## config.mk

```make
export PLATFORM = sky130hd
export DESIGN_NAME = tdm_demux4
export DESIGN_NICKNAME = d
export VERILOG_FILES = /design/src/rtl/tdm_demux4.sv
export SDC_FILE = /design/constraint.sdc
export NUM_CORES = 1
export LEC_CHECK = 0
export BUFFER_PORTS_ARGS = -buffer_cell sky130_fd_sc_hd__buf_2
export CAP_MARGIN = 0
export CORE_MARGIN = 4
export CORE_UTILIZATION = 51
export CTS_BUF_LIST = sky130_fd_sc_hd__clkbuf_4 sky130_fd_sc_hd__clkbuf_8 sky130_fd_sc_hd__clkbuf_16
export CTS_CLUSTER_SIZE = 25
export DETAILED_ROUTE_END_ITERATION = 16
export HOLD_SLACK_MARGIN = 0.1
export PLACE_DENSITY_LB_ADDON = 0.12
export SYNTH_ARGS = -nofsm -noshare
export SYNTH_HDL_FRONTEND = slang
export SYNTH_SLANG_ARGS = --single-unit
```

## constraint.sdc

```tcl
create_clock -name clk -period 2.86 [get_ports clk]
set_clock_uncertainty 0.2 [all_clocks]
set_input_delay 0.286 -clock clk [delete_from_list [all_inputs] [get_ports clk]]
set_output_delay 0.286 -clock clk [all_outputs]
set_load 0.02 [all_outputs]
```

## src/rtl/tdm_demux4.sv

```systemverilog
// tdm_demux4: receive side of a 4-slot time-division-multiplexed line.
// Samples arrive one per accepted cycle on din. Slot 0 is marked by frame_sync.
// Each sample is steered into its own per-channel holding register.
//
// Ports:
//   clk        - rising-edge clock
//   rst_n      - asynchronous active-low reset
//   din        - sample on the shared line (WIDTH bits)
//   din_valid  - din carries a sample this cycle (no backpressure)
//   frame_sync - current sample is slot 0 (ignored when din_valid=0)
//   dout       - channel registers, ch k at dout[k*WIDTH +: WIDTH]
//   ch_valid   - one-hot pulse, channel k register updated
//   frame_done - pulse, slot 3 of an aligned frame captured
//   locked     - frame alignment held
//   sync_err   - pulse on a framing violation
//   err_cnt    - saturating count of sync_err events
module tdm_demux4 #(
    parameter int WIDTH       = 8,
    parameter bit STRICT_SYNC = 1'b1
) (
    input  logic                 clk,
    input  logic                 rst_n,
    input  logic [WIDTH-1:0]     din,
    input  logic                 din_valid,
    input  logic                 frame_sync,
    output logic [4*WIDTH-1:0]   dout,
    output logic [3:0]           ch_valid,
    output logic                 frame_done,
    output logic                 locked,
    output logic                 sync_err,
    output logic [7:0]           err_cnt
);

    typedef enum logic [0:0] {
        HUNT   = 1'b0,
        LOCKED = 1'b1
    } state_t;

    state_t              state_r;
    state_t              state_s;
    logic [1:0]          slot_r;
    logic [1:0]          slot_s;
    logic [4*WIDTH-1:0]  dout_r;
    logic [4*WIDTH-1:0]  dout_s;
    logic [3:0]          ch_valid_r;
    logic [3:0]          ch_valid_s;
    logic                frame_done_r;
    logic                frame_done_s;
    logic                sync_err_r;
    logic                sync_err_s;
    logic                locked_r;
    logic [7:0]          err_cnt_r;
    logic [7:0]          err_cnt_s;
    logic                wr_en_s;
    logic [1:0]          wr_slot_s;

    // Framing FSM: decides which slot (if any) is written and the next alignment.
    always_comb begin
        state_s      = state_r;
        slot_s       = slot_r;
        wr_en_s      = 1'b0;
        wr_slot_s    = 2'd0;
        frame_done_s = 1'b0;
        sync_err_s   = 1'b0;
        case (state_r)
            HUNT: begin
                if (din_valid && frame_sync) begin
                    wr_en_s   = 1'b1;
                    wr_slot_s = 2'd0;
                    slot_s    = 2'd1;
                    state_s   = LOCKED;
                end else begin
                    // Pre-lock samples are dropped silently.
                    state_s = HUNT;
                end
            end
            LOCKED: begin
                if (!din_valid) begin
                    state_s = LOCKED;
                end else if (slot_r != 2'd0) begin
                    if (frame_sync) begin
                        // Early sync: abandon the partial frame and realign on this sample.
                        sync_err_s = 1'b1;
                        wr_en_s    = 1'b1;
                        wr_slot_s  = 2'd0;
                        slot_s     = 2'd1;
                    end else begin
                        wr_en_s      = 1'b1;
                        wr_slot_s    = slot_r;
                        slot_s       = slot_r + 2'd1;
                        frame_done_s = (slot_r == 2'd3);
                    end
                end else begin
                    if (frame_sync || (STRICT_SYNC == 1'b0)) begin
                        wr_en_s   = 1'b1;
                        wr_slot_s = 2'd0;
                        slot_s    = 2'd1;
                    end else begin
                        // Missing sync at a frame boundary loses lock; sample discarded.
                        sync_err_s = 1'b1;
                        slot_s     = 2'd0;
                        state_s    = HUNT;
                    end
                end
            end
            default: begin
                state_s = HUNT;
                slot_s  = 2'd0;
            end
        endcase
    end

    // Datapath: channel write, one-hot strobe and saturating error count.
    always_comb begin
        dout_s = dout_r;
        for (int k = 0; k < 4; k++) begin
            if (wr_en_s && (wr_slot_s == 2'(k))) begin
                dout_s[k*WIDTH +: WIDTH] = din;
            end else begin
                dout_s[k*WIDTH +: WIDTH] = dout_r[k*WIDTH +: WIDTH];
            end
        end
        if (wr_en_s) begin
            ch_valid_s = 4'b0001 << wr_slot_s;
        end else begin
            ch_valid_s = 4'b0000;
        end
        if (sync_err_s && (err_cnt_r != 8'hFF)) begin
            err_cnt_s = err_cnt_r + 8'd1;
        end else begin
            err_cnt_s = err_cnt_r;
        end
    end

    // State and output registers.
    always_ff @(posedge clk or negedge rst_n) begin
        if (!rst_n) begin
            state_r      <= HUNT;
            slot_r       <= 2'd0;
            dout_r       <= '0;
            ch_valid_r   <= 4'b0000;
            frame_done_r <= 1'b0;
            sync_err_r   <= 1'b0;
            locked_r     <= 1'b0;
            err_cnt_r    <= 8'd0;
        end else begin
            state_r      <= state_s;
            slot_r       <= slot_s;
            dout_r       <= dout_s;
            ch_valid_r   <= ch_valid_s;
            frame_done_r <= frame_done_s;
            sync_err_r   <= sync_err_s;
            locked_r     <= (state_s == LOCKED);
            err_cnt_r    <= err_cnt_s;
        end
    end

    assign dout       = dout_r;
    assign ch_valid   = ch_valid_r;
    assign frame_done = frame_done_r;
    assign sync_err   = sync_err_r;
    assign locked     = locked_r;
    assign err_cnt    = err_cnt_r;

endmodule

```

* After elaboration in Yosys (flattened, before gate mapping)
Index checks and enable logic that the tools add are counted.
** Storage, ports and cells
- Bits in registers :: 49
- Output and inout bits :: 47
** Cells by class
- $add $sub $neg :: 2
- Equal/unequal tests :: 7
- Shift-type cells :: 1
- Mux-type cells :: 26
- Bitwise operators :: 1
- Reduce and logical (&&, ||, !) cells :: 9
** Operator list (number)
- $mux W1 :: 14
- $mux W2 :: 7
- $add A8 B1 Y8 const B :: 1
- $ne A8 B8 Y1 const B :: 1
- $pmux W2 S2 :: 2
- $eq A2 B2 Y1 const B :: 3
- $logic_and A1 B1 Y1 :: 6
- $mux W4 :: 1
- $ne A2 B2 Y1 const B :: 2
- $pmux W1 S2 :: 2
- $shl A1 B2 Y4 const A :: 1
- $add A2 B1 Y2 const B :: 1
- $eq A2 B1 Y1 const B :: 1
- $logic_not A2 Y1 :: 1
- $reduce_and A2 Y1 :: 1
- $reduce_bool A2 Y1 :: 1
- $not A1 Y1 :: 1

* Depth between registers and ports, before layout
Gate-level depths: netlist of the first run.
- Depth after elaboration :: 6
- Gate-level depth with buffers :: 8

* Worst setup path after synthesis of the first run
Ideal clock, no wire load.
- Path kind :: register to register
- Start point :: register slot_r[0]
- End point :: register dout_r[10], in the netlist dout[10]
- Arrival :: 1987 ps
- Path slack :: 548 ps
- Cell stages (with the launch flop) :: 8
- Clock period less this slack :: 2312 ps
- Path through :: dfrtp_1 inv_1 ha_1 ha_1 or4_1 nor2b_1 buf_2 mux2_2
** On the way
- Longest elaborated chain between the ends :: 6
- Elaborated cells between the ends (all ways) :: 10
** Ends and longest elaborated chain
- start: declaration :: RTL line 41 : logic [1:0] slot_r;
- start signal: assignment :: RTL line 148 : slot_r <= slot_s;
- $mux W2 or $reduce_bool A2 Y1 (tied branches) :: RTL line 81, 80
- $mux W2 :: RTL line 80 : end else if (slot_r != 2'd0) begin
- $mux W2 :: RTL line 78 : if (!din_valid) begin
- $pmux W2 S2 :: RTL line 65 : case (state_r)
- $eq A2 B1 Y1 :: RTL line 117 : if (wr_en_s && (wr_slot_s == 2'(k))) begin
- $logic_and A1 B1 Y1 (*) :: RTL line 117
- end signal: assignment :: RTL line 149 : dout_r <= dout_s;
- end: declaration :: RTL line 43 : logic [4*WIDTH-1:0] dout_r;
Mark *: on every way between the ends. The rest lies on a longest branch, timed or not.
A chain may end at the register's enable or synchronous reset.

* Final worst setup path of the first run
- Start point :: input port frame_sync
- End point :: register dout_r[14], in the netlist dout[14]
** On the way
- Longest elaborated chain between the ends :: 6
- Elaborated cells between the ends (all ways) :: 12
** Ends and longest elaborated chain
- start: declaration :: RTL line 25 : input logic frame_sync,
- $mux W2 :: RTL line 81 : if (frame_sync) begin
- $mux W2 :: RTL line 80
- $mux W2 :: RTL line 78
- $pmux W2 S2 :: RTL line 65
- $eq A2 B1 Y1 :: RTL line 117
- $logic_and A1 B1 Y1 (*) :: RTL line 117
Marked as above.

==> results of run 1 <==
## metrics by stage
step / setup slack [ps] / total power [µW] / hold slack (ps) / instance area [µm²]
3_5_place_dp: 410 / 2200 / 290 / 2350
2_1_floorplan: 548 / 1810 / -210 / 2020
6_report: 371 / 2700 / 306 / 2590
4_1_cts: 372 / 2730 / 310 / 2590
3_3_place_gp: 467 / 2150 / 283 / 2350
5_1_grt: 300 / 2870 / 323 / 2590
## logic make-up after synthesis
kind of cell / synth area share, %
DFF: 60.8
muxes: 21.0
and+or+nand+nor: 8.00
AOI/OAI and AO/OA: 3.41
buffers and inverters: 1.98
adders and majority gates: 3.10
xor gates and xnor gates: 1.74
## worst paths after layout
kind | start | endpoint | cells past startpoint
min | dout[0]$_DFFE_PN0P_ | dout[0]$_DFFE_PN0P_ | 1
min in group asynchronous | rst_n | dout[21]$_DFFE_PN0P_ | 2
max in group asynchronous | rst_n | dout[4]$_DFFE_PN0P_ | 2
max | frame_sync | dout[14]$_DFFE_PN0P_ | 8
min reg2reg | dout[0]$_DFFE_PN0P_ | dout[0]$_DFFE_PN0P_ | 1
max reg2reg | slot_r[0]$_DFFE_PN0P_ | dout[20]$_DFFE_PN0P_ | 5
## routing by layer
layer / up-vias / part of all wire, %
met5: - / 0
met2: 49 / 50
li1: 642 / -
met1: 667 / 43
met4: 0 / 1.1
met3: 6 / 6.2
## state kept, by name, indices dropped and copies added, names as in the netlist
register	cells
dout	32
err_cnt	8
ch_valid	4
slot_r	2
frame_done	1
locked	1
sync_err	1
## cell type report
class	count	area, µm²	share of cell area (%)
multi-input cells	83	752	29.0
clock inverters	1	30.0	1.16
repair buffers	71	418	16.1
flip-flops and latches	49	1230	47.3
inverters	5	18.8	0.723
well taps	48	60.1	2.31
clock buffers	7	90.1	3.47
## synth_stat cells, types with 2 or more instances
cell type,number,area share (%)
a21oi_1,3,0.74
a31oi_1,2,0.62
and3_1,3,0.93
buf_2,2,0.50
dfrtp_1,49,61
ha_1,5,3.1
inv_1,5,0.93
mux2_2,26,15
mux2_4,8,6.0
nand2_1,8,1.5
nand2b_1,2,0.62
nand3_1,2,0.50
nor2b_1,3,0.93
nor3_1,2,0.50
o21ai_0,2,0.50
xnor2_1,2,0.87
xor2_1,2,0.87
## report_power, final
| part | total (µW) | switching [µW] | internal (µW) |
|---|---|---|---|
| clock | 512 | 217 | 294 |
| sequential | 1120 | 170 | 948 |
| combinational | 1070 | 604 | 468 |
## worst register-to-register path, cell delays in order, from the launching register on
cell and delay [ps]:
dfrtp_1 400, inv_1 90, ha_1 240, or4_4 560, or2_1 470, mux2_4 390
==> impl_metrics.env, run 1 <==
export IMPL_final_util_pct=69.3
export IMPL_drtIter0Drc=78
export IMPL_antennaDiodeCount=0
export IMPL_syn_avg_cell_area_um2=14.4
export IMPL_dieWidth_um=70.9
export IMPL_critical_path_top_delay_family="buffers and inverters"
export IMPL_slew_violations=0
export IMPL_synth_async_sr_flop_share_pct=100
export IMPL_critPathLaunchType="input port"
export IMPL_clock_sinks=49
export IMPL_leakagePower_uw=0.00137
export IMPL_cp_required_ps=2850
export IMPL_use_met2_pct=28.2
export IMPL_synth_main_ff_cell="dfrtp_1"
export IMPL_grt_use_met3_pct=4.83
export IMPL_cp_num_buf_inv=4
export IMPL_clk_pin_slew_ps=90
export IMPL_cts_resized=0
export IMPL_yosysSeqAreaShare_pct=60.8
export IMPL_start_util_pct=53.9
export IMPL_die_y_um=70.9
export IMPL_firstDrtPassIters=4
export IMPL_cap_viol_max_count=0
export IMPL_htree_levels=2
export IMPL_antenna_found_initial=0
export IMPL_via_count=1364
export IMPL_critPathKind="in2reg"
export IMPL_drive_above_1_share_pct=48.1
export IMPL_ys_seq_elements=49
export IMPL_holdCritPathClass="reg2reg"
export IMPL_post_cts_setup_buffers=0
export IMPL_hold_buffers=12
export IMPL_io_pins=59
export IMPL_maxSlewHeadroom_pct=28.6
export IMPL_finalNetCount=232
export IMPL_grt_util_all_layers_pct=17.0
export IMPL_grt_start_max_net_pins=50
export IMPL_final_cells=264
export IMPL_path_cells="dlygate4sd3_1 -> buf_2 -> inv_1 -> ha_1 -> or4_1 -> nor2b_1 -> buf_4 -> mux2_2"
export IMPL_cts_buffer_depth=2
export IMPL_endpoint_kind="flop"
export IMPL_netlist_instances=140
export IMPL_busiest_layer="met2"
export IMPL_outcome="complete, no violations"
export IMPL_rows=22
export IMPL_synth_area_um2=2020
export IMPL_worst_pin_slew_ps=1070
export IMPL_area_growth_pct=28.6
export IMPL_yosysWarnings=0
export IMPL_placed_cells=244
export IMPL_hold_violations=0
export IMPL_reg2reg_slack_ps=410
export IMPL_grt_pass1_vias=1375
export IMPL_synth_nets=157
export IMPL_avgViaCountPerCell=5.17
export IMPL_dp_hpwl_mm=2.83
export IMPL_synth_edf_count=0
export IMPL_ctsRootBufferMaster="clkbuf_8"
export IMPL_grt_setup_unrepaired="false"
export IMPL_grt_pass1_wl_mm=6.73
export IMPL_cts_buffers=5
export IMPL_cp_slowest_cell="or4_1"
export IMPL_drc_errors=0
export IMPL_synth_distinct_cells=31
export IMPL_fin_crit_sh_pct=87.0
export IMPL_crit_arrival_ps=2480
export IMPL_setup_tns_final_ps=0
export IMPL_coreArea_um2=3740
export IMPL_min_period_ps=2490
export IMPL_grt_overflow_total=0
export IMPL_finalSetupViolCount=0
export IMPL_use_met1_pct=22.0
export IMPL_antenna_left=0
export IMPL_numPortBuffers=58
export IMPL_cp_max_fo=9
export IMPL_cts_tree="built"
export IMPL_dieArea_um2=5030
export IMPL_worstSkewPairLatency_ps=300
export IMPL_final_common_cell="buf_2"
export IMPL_crit_path_max_incr_delay_ps=550
export IMPL_fmax_ghz=0.402
export IMPL_mostFrequentLayoutCells="58 x buf_2, 49 x dfrtp_1, 26 x mux2_2"
export IMPL_wl_mm=3.97
export IMPL_nFillCells=272
export IMPL_gp_congestion=0.891
export IMPL_peakVddDrop_uv=515
export IMPL_powerDensity_nw_per_um2=1040
export IMPL_routedWlPerCell_um=15.0
Power figures use the tool's default switching activity.
==> run 2: changes to the inputs <==
- BUFFER_PORTS_ARGS: -buffer_cell sky130_fd_sc_hd__buf_2 -> -buffer_cell sky130_fd_sc_hd__buf_4
- CELL_PAD_IN_SITES_DETAIL_PLACEMENT: not set -> 1
- CELL_PAD_IN_SITES_GLOBAL_PLACEMENT: not set -> 1
- CORE_ASPECT_RATIO: not set -> 1.5
- CORE_UTILIZATION: 51 -> 40
==> impl_metrics.env, run 2 (synthesis gave the netlist of run 1 again) <==
export IMPL_grt_start_max_net_pins=50
export IMPL_critPathLaunchType="flop"
export IMPL_dieWidth_um=66.0
export IMPL_gp_congestion=0.741
export IMPL_crit_arrival_ps=2470
export IMPL_via_count=1411
export IMPL_peakVddDrop_uv=372
export IMPL_power_frac_comb_pct=44.6
export IMPL_cp_max_fo=9
export IMPL_endpoint_kind="flop"
export IMPL_holdCritPathClass="reg2reg"
export IMPL_cts_buffer_depth=2
export IMPL_antennaDiodeCount=0
export IMPL_sw_frac_of_total_pct=37.2
export IMPL_cts_buffers=5
export IMPL_finalNetCount=233
export IMPL_die_y_um=95.0
export IMPL_grt_setup_unrepaired="false"
export IMPL_mostFrequentLayoutCells="60 x buf_4, 49 x dfrtp_1, 26 x mux2_2"
export IMPL_clk_pin_slew_ps=80
export IMPL_avgViaCountPerCell=4.99
export IMPL_dieArea_um2=6270
export IMPL_outcome="complete, no violations"
export IMPL_wl_mm=4.85
export IMPL_area_growth_pct=35.8
export IMPL_io_pins=59
export IMPL_drtIter0Drc=65
export IMPL_firstDrtPassIters=4
export IMPL_htree_levels=2
export IMPL_cts_tree="built"
export IMPL_startpoint="slot_r[0]$_DFFE_PN0P_"
export IMPL_fin_crit_sh_pct=87.1
export IMPL_drc_errors=0
export IMPL_ctsRootBufferMaster="clkbuf_8"
export IMPL_powerDensity_nw_per_um2=1020
export IMPL_worstSkewPairLatency_ps=290
export IMPL_design_power_total_uw=2790
export IMPL_grt_util_all_layers_pct=16.3
export IMPL_grt_pass1_vias=1567
export IMPL_worst_hold_startpoint="dout[7]$_DFFE_PN0P_"
export IMPL_seq_power_share_pct=40.8
export IMPL_dp_hpwl_mm=3.65
export IMPL_coreArea_um2=4850
export IMPL_reg2reg_from="slot_r[0]$_DFFE_PN0P_"
export IMPL_highest_layer="met4"
export IMPL_wl_met3_um=257
export IMPL_leakagePower_uw=0.00139
export IMPL_routedWlPerCell_um=17.1
export IMPL_rows=31
export IMPL_post_place_ws_ps=370
export IMPL_final_common_cell="buf_4"
export IMPL_grt_pass1_wl_mm=7.82
export IMPL_hold_violations=0
export IMPL_slew_violations=0
export IMPL_drive_above_1_share_pct=48.4
export IMPL_holdWs_ps=315
export IMPL_internal_power_uw=1750
export IMPL_cp_required_ps=2840
export IMPL_dr_wl_met2_mm=2.79
export IMPL_setup_tns_final_ps=0
export IMPL_antenna_left=0
export IMPL_numPortBuffers=58
export IMPL_grt_overflow_total=0
export IMPL_setup_slack_ps=370
export IMPL_nFillCells=495
export IMPL_power_switching_uw=1040
export IMPL_min_period_ps=2490
export IMPL_start_util_pct=41.6
export IMPL_worst_pin_slew_ps=640
export IMPL_maxSlewHeadroom_pct=57.4
export IMPL_critPathKind="reg2reg"
export IMPL_cap_viol_max_count=0
export IMPL_largest_reg_flops=32
export IMPL_met1_length_mm=1.74
export IMPL_final_util_pct=56.5
export IMPL_antenna_found_initial=0
export IMPL_clock_sinks=49
export IMPL_finalSetupViolCount=0
export IMPL_clock_power_share_pct=14.5
export IMPL_fmax_ghz=0.402
## run 2: power by group through the flow
stage               Sequential, µW  Combinational, µW  Clock [µW]
finish                        1140               1240         405
global route                  1170               1330         447
CTS                           1140               1260         421
detailed placement            1150               1240           0
global placement              1140               1200           0
floorplan                     1420                396           0
## run 2: stage by stage
step	cells	cell area, µm²
2_1_floorplan	140	2020
3_3_place_gp	263	2530
3_5_place_dp	263	2530
4_1_cts	283	2740
5_1_grt	283	2740
6_report	283	2740
## run 2: final cells by class
cell class / count / area (µm²) / share of cell area, %
inverters: 5 / 18.8 / 0.685
flip-flops and latches: 49 / 1230 / 44.7
repair buffers: 72 / 571 / 20.8
well taps: 66 / 82.6 / 3.01
clock buffers: 7 / 83.8 / 3.06
multi-input cells: 83 / 752 / 27.4
clock inverters: 1 / 7.51 / 0.274
## run 2: worst max-delay path, cell delays in order, from the launching register on
cell	delay, ps
dfrtp_1	400
inv_1	90
ha_1	240
or4_4	560
or2_1	490
mux2_4	390
## run 2: layer usage
metal,GRT usage (%),vias to the layer above
met5,0,-
met4,4.07,0
met3,4.40,7
met2,31.2,42
met1,17.2,721
li1,-,641
## run 2: timing repair
action                     CTS  global route
hold endpoints to repair    84             0
hold buffers                12             0
buffers inserted             0             0
gates resized for setup      0             0
setup endpoints to repair    0             0
## run 2: final timing paths
kind | cells past startpoint | endpoint | slack, ps
max | 5 | dout[23]$_DFFE_PN0P_ | 370
min | 1 | dout[7]$_DFFE_PN0P_ | 310
max reg2reg | 5 | dout[23]$_DFFE_PN0P_ | 370
min reg2reg | 1 | dout[7]$_DFFE_PN0P_ | 310
max in group asynchronous | 2 | dout[2]$_DFFE_PN0P_ | 1710
min in group asynchronous | 2 | dout[1]$_DFFE_PN0P_ | 340
